File: config.mk
export PLATFORM = sky130hd
export DESIGN_NAME = cache_arbiter
export DESIGN_NICKNAME = d
export VERILOG_FILES = /design/src/rtl/cache_arbiter.sv
export SDC_FILE = /design/constraint.sdc
export NUM_CORES = 1
export LEC_CHECK = 0
export BUFFER_PORTS_ARGS = -buffer_cell sky130_fd_sc_hd__buf_4
export CORE_AREA = 2 2 533 535
export DETAILED_ROUTE_END_ITERATION = 6
export DIE_AREA = 0 0 535 537
export PLACE_DENSITY_LB_ADDON = 0.12
export SLEW_MARGIN = 20
export SYNTH_ARGS = -nofsm -noshare
export SYNTH_HDL_FRONTEND = slang
export SYNTH_SLANG_ARGS = --single-unit
File: constraint.sdc
create_clock -name clk -period 1.71 [get_ports clk]
set_input_delay 0.342 -clock clk [delete_from_list [all_inputs] [get_ports clk]]
set_output_delay 0.342 -clock clk [all_outputs]
set_load 0.01 [all_outputs]
File: src/rtl/cache_arbiter.sv
// Two-port (I-cache / D-cache) arbiter in front of a shared L2 port.
// Optional macro ARB_ROUND_ROBIN_EN swaps fixed D priority for alternating grant.
module cache_arbiter #(
  parameter int s_line = 256
) (
  input  logic              clk,
  input  logic              rst,
  input  logic              i_read,
  input  logic [31:0]       i_address,
  output logic [s_line-1:0] i_rdata,
  output logic              i_resp,
  input  logic              d_read,
  input  logic              d_write,
  input  logic [31:0]       d_address,
  input  logic [s_line-1:0] d_wdata,
  output logic [s_line-1:0] d_rdata,
  output logic              d_resp,
  output logic              mem_read,
  output logic              mem_write,
  output logic [31:0]       mem_address,
  output logic [s_line-1:0] mem_wdata,
  input  logic [s_line-1:0] mem_rdata,
  input  logic              mem_resp
);

  typedef enum logic [1:0] {IDLE, SERVE_I, SERVE_D, TURN} state_t;

  typedef struct packed {
    logic              rd;
    logic              wr;
    logic [31:0]       addr;
    logic [s_line-1:0] wdata;
  } mem_req_t;

  state_t   state, state_nxt;
  mem_req_t mreq;
  logic     d_req, grant_d;

  assign d_req = d_read | d_write;

`ifdef ARB_ROUND_ROBIN_EN
  logic last_grant; // 0 = I, 1 = D

  always_ff @(posedge clk) begin
    if (rst)
      last_grant <= 1'b0;
    else if (state == IDLE && (d_req || i_read))
      last_grant <= grant_d;
  end

  // on contention, grant whichever port was not served last
  assign grant_d = d_req && (!i_read || !last_grant);
`else
  assign grant_d = d_req;
`endif

  always_ff @(posedge clk) begin
    if (rst) state <= IDLE;
    else     state <= state_nxt;
  end

  always_comb begin
    state_nxt = state;
    mreq      = '0;
    i_resp    = 1'b0;
    d_resp    = 1'b0;
    i_rdata   = '0;
    d_rdata   = '0;
    case (state)
      IDLE: begin
        if (grant_d)     state_nxt = SERVE_D;
        else if (i_read) state_nxt = SERVE_I;
      end
      SERVE_I: begin
        mreq.rd   = i_read;
        mreq.addr = i_address;
        i_resp    = mem_resp;
        i_rdata   = mem_rdata;
        if (mem_resp) state_nxt = TURN;
      end
      SERVE_D: begin
        mreq.rd    = d_read;
        mreq.wr    = d_write;
        mreq.addr  = d_address;
        mreq.wdata = d_wdata;
        d_resp     = mem_resp;
        d_rdata    = mem_rdata;
        if (mem_resp) state_nxt = TURN;
      end
      TURN:    state_nxt = IDLE;
      default: state_nxt = IDLE;
    endcase
  end

  assign mem_read    = mreq.rd;
  assign mem_write   = mreq.wr;
  assign mem_address = mreq.addr;
  assign mem_wdata   = mreq.wdata;

endmodule

Word level (Yosys, flattened, before mapping)
Cells that the tools add are included.
Widths: inputs -> output; s select.
Storage, ports and cells
  bits in registers: 2
  input port bits: 582
  output and inout port bits: 804
  logic and storage cells: 22
Operators by class
  equality and inequality tests: 5
  muxes and demuxes: 12
  bitwise gates (word level): 1
  reductions and logical operators: 3
Operators with widths (number)
  $mux 256: 3
  $pmux 32 s2: 1
  $mux 2: 3
  $pmux 2 s3: 1
  $eq 2x2->1 const B: 2
  $mux 1: 3
  $ne 3x3->1 const B: 1
  $eq 2x1->1 const B: 1
  $logic_not 2->1: 1
  $ne 2x1->1 const B: 1
  $pmux 1 s2: 1
  $reduce_and 2->1: 1
  $reduce_or 2->1: 1
  $or 1x1->1: 1

Logic depth before layout (Yosys ltp)
Gate-level depths: netlist of the first run.
  word-level depth: 4
  mapped depth: 7
  gate-level depth less buffers: 5

Worst setup path before layout of the first run
No wires, ideal clock.
  path type: reg2out
  from: register state[0]
  to: output mem_address[10]
  arrival: 1331 ps
  required time: 1368 ps
  setup slack: 37 ps
  stages on the path, launching flop included: 8
  path buffers: 3
  cells stage by stage: dfxtp_1 inv_1 ha_1 buf_2 buf_2 clkbuf_1 a22oi_1 nor2_1
Between the ends
  word-level cells in the longest chain between the ends: 2
  elaborated cells on any way between the ends: 3
  classes of those cells: 2 x eq/ne; 1 x mux
Ends and longest elaborated chain
  from (decl): line 35  | state_t state, state_nxt;
  from (signal assigned): line 59  | else state <= state_nxt;
  $eq 2x2->1 or $eq 2x1->1 (tied branches): line 69  | case (state)
  $pmux 32 s2 *: line 69
  to (decl): line 20  | output logic [31:0] mem_address,
Every way passes the cells marked *; elsewhere a longest branch is shown, timed or not.

Worst setup path in the final report of the first run
  from: register state[0]
  to: output mem_address[23]
Same word-level chain as after synthesis.

==> results of run 1 <==
final cells by class:
cell class | instances | area (um^2) | share of cell area [%]
multi-input combinational | 849 | 6000 | 23.7
timing repair buffer | 1558 | 14300 | 56.7
inverter | 3 | 12.5 | 0.0495
clock buffer | 3 | 75.1 | 0.297
tap | 3743 | 4680 | 18.5
antenna | 54 | 135 | 0.535
sequential | 2 | 45.0 | 0.178
worst max-delay path, stage by stage, from the launching register on:
cell and delay (ns):
dfxtp_4 0.34, buf_6 0.12, ha_4 0.18, buf_12 0.14
buf_6 0.11, clkbuf_16 0.14, a22oi_2 0.47, nor2_1 0.08
buf_4 0.17
where the power goes:
group	switching [mW]	total, mW	leakage [nW]	internal [mW]
combinational	16.9	33.7	11.4	16.9
clock	0.0503	0.347	0.0373	0.297
sequential	0.0263	0.107	0.0175	0.0804
cell families (layout without fill, tap and decap cells):
logic type,count (synthesis),in the layout,share of synthesized area (%)
and+or+nand+nor,808,808,87.0
AOI/OAI and AO/OA,38,38,5.01
buffers and inverters,99,1564,6.61
other,0,54,0
DFF,2,2,0.700
adders and majority gates,3,3,0.656
cell usage after synthesis:
master	number
o21ai_0	1
clkinv_1	1
inv_1	2
nor3_1	1
a22oi_1	33
and2_1	771
a211o_1	1
dfxtp_1	2
a21oi_1	1
buf_1	2
nand2b_1	2
buf_2	5
ha_1	3
clkbuf_1	89
nor2_1	33
or4b_4	1
o221ai_1	1
o221a_2	1
worst paths after layout:
kind              startpoint              end  slack, ns
hold reg to reg     state[1]         state[1]       0.67
hold / removal           rst         state[0]       0.33
setup reg to reg    state[0]         state[1]       0.19
setup / recovery    state[0]  mem_address[23]      -0.63
per-layer routing:
| metal | wire [um] | vias up | track usage, % | part of all wire, % |
|---|---|---|---|---|
| li1 | - | 5871 | - | - |
| met1 | 76800 | 6365 | 14.4 | 40 |
| met2 | 85300 | 1128 | 19.6 | 44 |
| met3 | 26600 | 263 | 7.37 | 14 |
| met4 | 5120 | 88 | 2.65 | 2.6 |
| met5 | 592 | - | 0 | 0.30 |
metrics by stage:
step                instance area, um^2  hold slack, ns  TNS (ns)  instances
floorplan                          5720           0.419         0        950
global placement                  21300           0.576   -142.63       6052
detailed placement                21300           0.567   -105.83       6052
CTS                               23400           0.333   -319.86       6110
global route                      25200           0.333   -382.62       6180
finish                            25300           0.326   -329.99       6212
repair_timing:
action	CTS	global route
setup endpoints to repair	804	804
resized for setup	313	266
hold endpoints to repair	0	0
pin swaps	23	26
buffers inserted	32	28
gates cloned	25	27
==> flow_summary.toml, run 1 <==
[power_and_ir_drop]
powerDensity_nw_per_um2 = 1350
p_leak_nw = 11.4
ir_drop_uv = 685
finalPower_mw = 34.2

[finish]
top_regs = "state x2"
largest_register_ffs = 2
final_cell_mix = "1239 x buf_4, 595 x and2_1, 186 x buf_6, 175 x and2_4, 50 x buf_12"
drive_gt1_share_pct = 74.2
n_fill_cell = 33100
utilization_pct = 8.98
final_common_cell = "buf_4"
nets = 3002
area_growth_pct = 342
regMostFlops = "state"

[cts]
clock-root-buffer = "clkbuf_16"
ctsLongestPathBuffers = 2
clock_sinks = 2
hold_buffers = 0
cts_buffers = 3
htreeDepth = 1
clkTransAtPathRegs_ns = 0.03
tritoncts = "built"
worstSkewPairLatency_ns = 0.22

[flow_run]
cap_violations = 0

[synthesis]
yosys-top-cells-area = "and2_1 84%, clkbuf_1 5.8%, a22oi_1 4.3%"
synth_top_cell_area_share_pct = 84.3
netlist_instances = 950
synth_largest_area_cell = "and2_1"
synth_seq_cells = 2
syn_nets = 1535
yosysSeqAreaShare_pct = 0.700
synth_cell_type_count = 18
ys_warn_count = 0
avgSynthCellArea_um2 = 6.02
netlist_area_um2 = 5720

[sta]
min_period_over_period_pct = 137
slew_headroom_pct = 56.7
finalWorstSetupSlack_ns = -0.634
skew_ns = 0.00230
final-max-slew-violation-count = 0
fmax_ghz = 0.427
setup_viol = 804
tightest_slew_ns = 0.649
period_needed_ns = 2.34
final-hold-violation-count = 0
rsz0062_at_grt = "true"

[outcome]
status = "finished with violations"
failed_checks = "negative setup slack"

[setup_path]
cp_data_arrival_time_ns = 2.00
start_kind = "flop"
crit_type = "flop to output pin"
crit_fanout = 5
reg2reg_depth = 5
required_ns = 1.37
end_kind = "output pin"

[die]
start_util_pct = 2.03
core_um2 = 281000
dieHeight_um = 537
io_pins = 1386
die_w_um = 535
rows = 195
die_area_um2 = 287000

[global_routing]
antenna_found_initial = 189
grt_overflow_total = 0
grtUsageTotal_pct = 12.4
grt_first_pass_wirelength_um = 218000
grt_max_degree = 52
first_global_vias = 14000

[route]
first_iter_violations = 425
num_vias = 13700
wirelength_um = 194000
wire_per_inst_um = 31.3
vias_per_cell = 2.21
route.antenna.remaining_nets = 0
first_pass_iters = 5
drc = 0

[place]
io_buffers = 1385
gp_congestion = 0.895
dpl_worst_slack_ns = -0.788
dp_hpwl_um = 174000

[min_path]
hp-class = "input port to flop"
worstHoldPathCells = 2
Note: power is estimated with default switching activity, not from simulation.
==> run 2, diff against run 1 <==
Settings changed: PLACE_DENSITY_LB_ADDON 0.12 to 0.3.
==> run 2 against run 1 <==
The flow still finishes with violations (negative setup slack). Fmax increased by 10%. Flip-flop and latch count unchanged. Clock power about the same. Register-to-register slack got worse by 0.09 ns.
==> flow_summary.toml, run 2 (synthesized netlist as in run 1, its figures left out) <==
[outcome]
status = "finished with violations"
failed_checks = "negative setup slack"

[sta]
min_period_over_period_pct = 124
period_needed_ns = 2.13
final-hold-violation-count = 0
tightest_slew_ns = 0.339
finalWorstSetupSlack_ns = -0.417
skew_ns = 0.00239
final-max-slew-violation-count = 0
slew_headroom_pct = 77.4
fin_tns_setup_ns = -237.94
rsz0062_at_grt = "true"
setup_viol = 802
fmax_ghz = 0.470

[setup_path]
critical-path-top-delay-family = "buffers and inverters"
end_kind = "output pin"
crit_fanout = 7
crit_cells = 8
cp_data_arrival_time_ns = 1.79
crit_chain = "inv_2, buf_6, ha_4, buf_8, clkbuf_16, a22oi_2, nor2_1, buf_4"
start_kind = "flop"
crit_type = "flop to output pin"
crit_slowest_cell = "dfxtp_2"
required_ns = 1.37
reg2reg_depth = 6
worst-path-buf-inv = 5
slowest_delay_ns = 0.33

[flow_run]
cap_violations = 0

[finish]
drive_gt1_share_pct = 68.6
regMostFlops = "state"
n_fill_cell = 33100
register_area_um2 = 41.3
multi_input_area_um2 = 5650
area_growth_pct = 314
top_regs = "state x2"
final_common_cell = "buf_4"
largest_register_ffs = 2
nets = 2944
final_cell_mix = "1302 x buf_4, 688 x and2_1, 86 x buf_6, 83 x and2_4, 51 x buf_12"

[die]
rows = 195
core_um2 = 281000
start_util_pct = 2.03
dieHeight_um = 537
die_area_um2 = 287000
die_w_um = 535
io_pins = 1386

[global_routing]
grt_max_degree = 58
grt_overflow_total = 0
antenna_found_initial = 260
first_global_vias = 13600
grt_first_pass_wirelength_um = 243000
grtUsageTotal_pct = 14.3

[cts]
htreeDepth = 1
clock-root-buffer = "clkbuf_16"
tritoncts = "built"
clkTransAtPathRegs_ns = 0.03
cts_buffers = 3
ctsLongestPathBuffers = 2
worstSkewPairLatency_ns = 0.22
clock_sinks = 2

[min_path]
hp-class = "input port to flop"
worstHoldPathCells = 2

[route]
first_pass_iters = 5
wirelength_um = 218000
vias_per_cell = 2.28
first_iter_violations = 687
wire_per_inst_um = 35.2
route.antenna.remaining_nets = 0
drc = 0
num_vias = 14100

[place]
gp_congestion = 1.05
io_buffers = 1385
dp_hpwl_um = 205000
dpl_worst_slack_ns = -0.510

[power_and_ir_drop]
p_leak_nw = 10.7
powerDensity_nw_per_um2 = 1290
ir_drop_uv = 533
-- run 2: changes by cell type in the layout (fill, tap and decap cells not counted), sizes merged --
cell	before	now
clkbuf	26	11
bufbuf	3	2
buf	1532	1490
diode	54	81
-- run 2: power by group --
group | switching (mW) | total [mW] | leakage [nW] | internal, mW
Clock | 0.0510 | 0.348 | 0.0375 | 0.297
Combinational | 16.3 | 30.2 | 10.7 | 14.0
Sequential | 0.0148 | 0.0874 | 0.0168 | 0.0726
-- run 2: cell type report --
type	instances	area share, %
Timing Repair Buffer	1500	55.0
Multi-Input combinational cell	849	23.9
Tap cell	3743	19.8
Antenna cell	81	0.856
Clock buffer	3	0.317
Sequential cell	2	0.174
Inverter	3	0.0475
-- run 2: layer usage --
metal	vias to the layer above	global-route usage, %	wire length, um
li1	5783	-	-
met1	6522	17.9	92400
met2	1336	21.5	91500
met3	352	7.17	27100
met4	98	3.26	5700
met5	-	0.576	980
-- run 2: final timing paths --
check | from | endpoint | slack (ns)
min reg2reg | state[0] | state[0] | 0.66
min | rst | state[0] | 0.32
max reg2reg | state[1] | state[1] | 0.10
max | state[1] | mem_address[24] | -0.42
-- run 2: stage by stage --
| stage | cell area, um^2 | power [mW] | hold WS (ns) | utilization [%] | cells |
|---|---|---|---|---|---|
| finish | 23700 | 30.7 | 0.321 | 8.42 | 6181 |
| global route | 23600 | 32.5 | 0.326 | 8.38 | 6138 |
| CTS | 23000 | 30.5 | 0.319 | 8.18 | 6087 |
| detailed placement | 21200 | 26.3 | 0.550 | 7.55 | 6042 |
| global placement | 21200 | 26.3 | 0.546 | 7.55 | 6042 |
| floorplan | 5720 | 8.19 | 0.419 | - | 950 |
-- run 2: what timing repair did --
action,4_1_cts,5_1_grt
pin swaps,22,13
gates cloned,12,8
hold buffers,0,0
endpoints found under the setup margin,802,802
buffers inserted,31,7
resized for setup,316,64
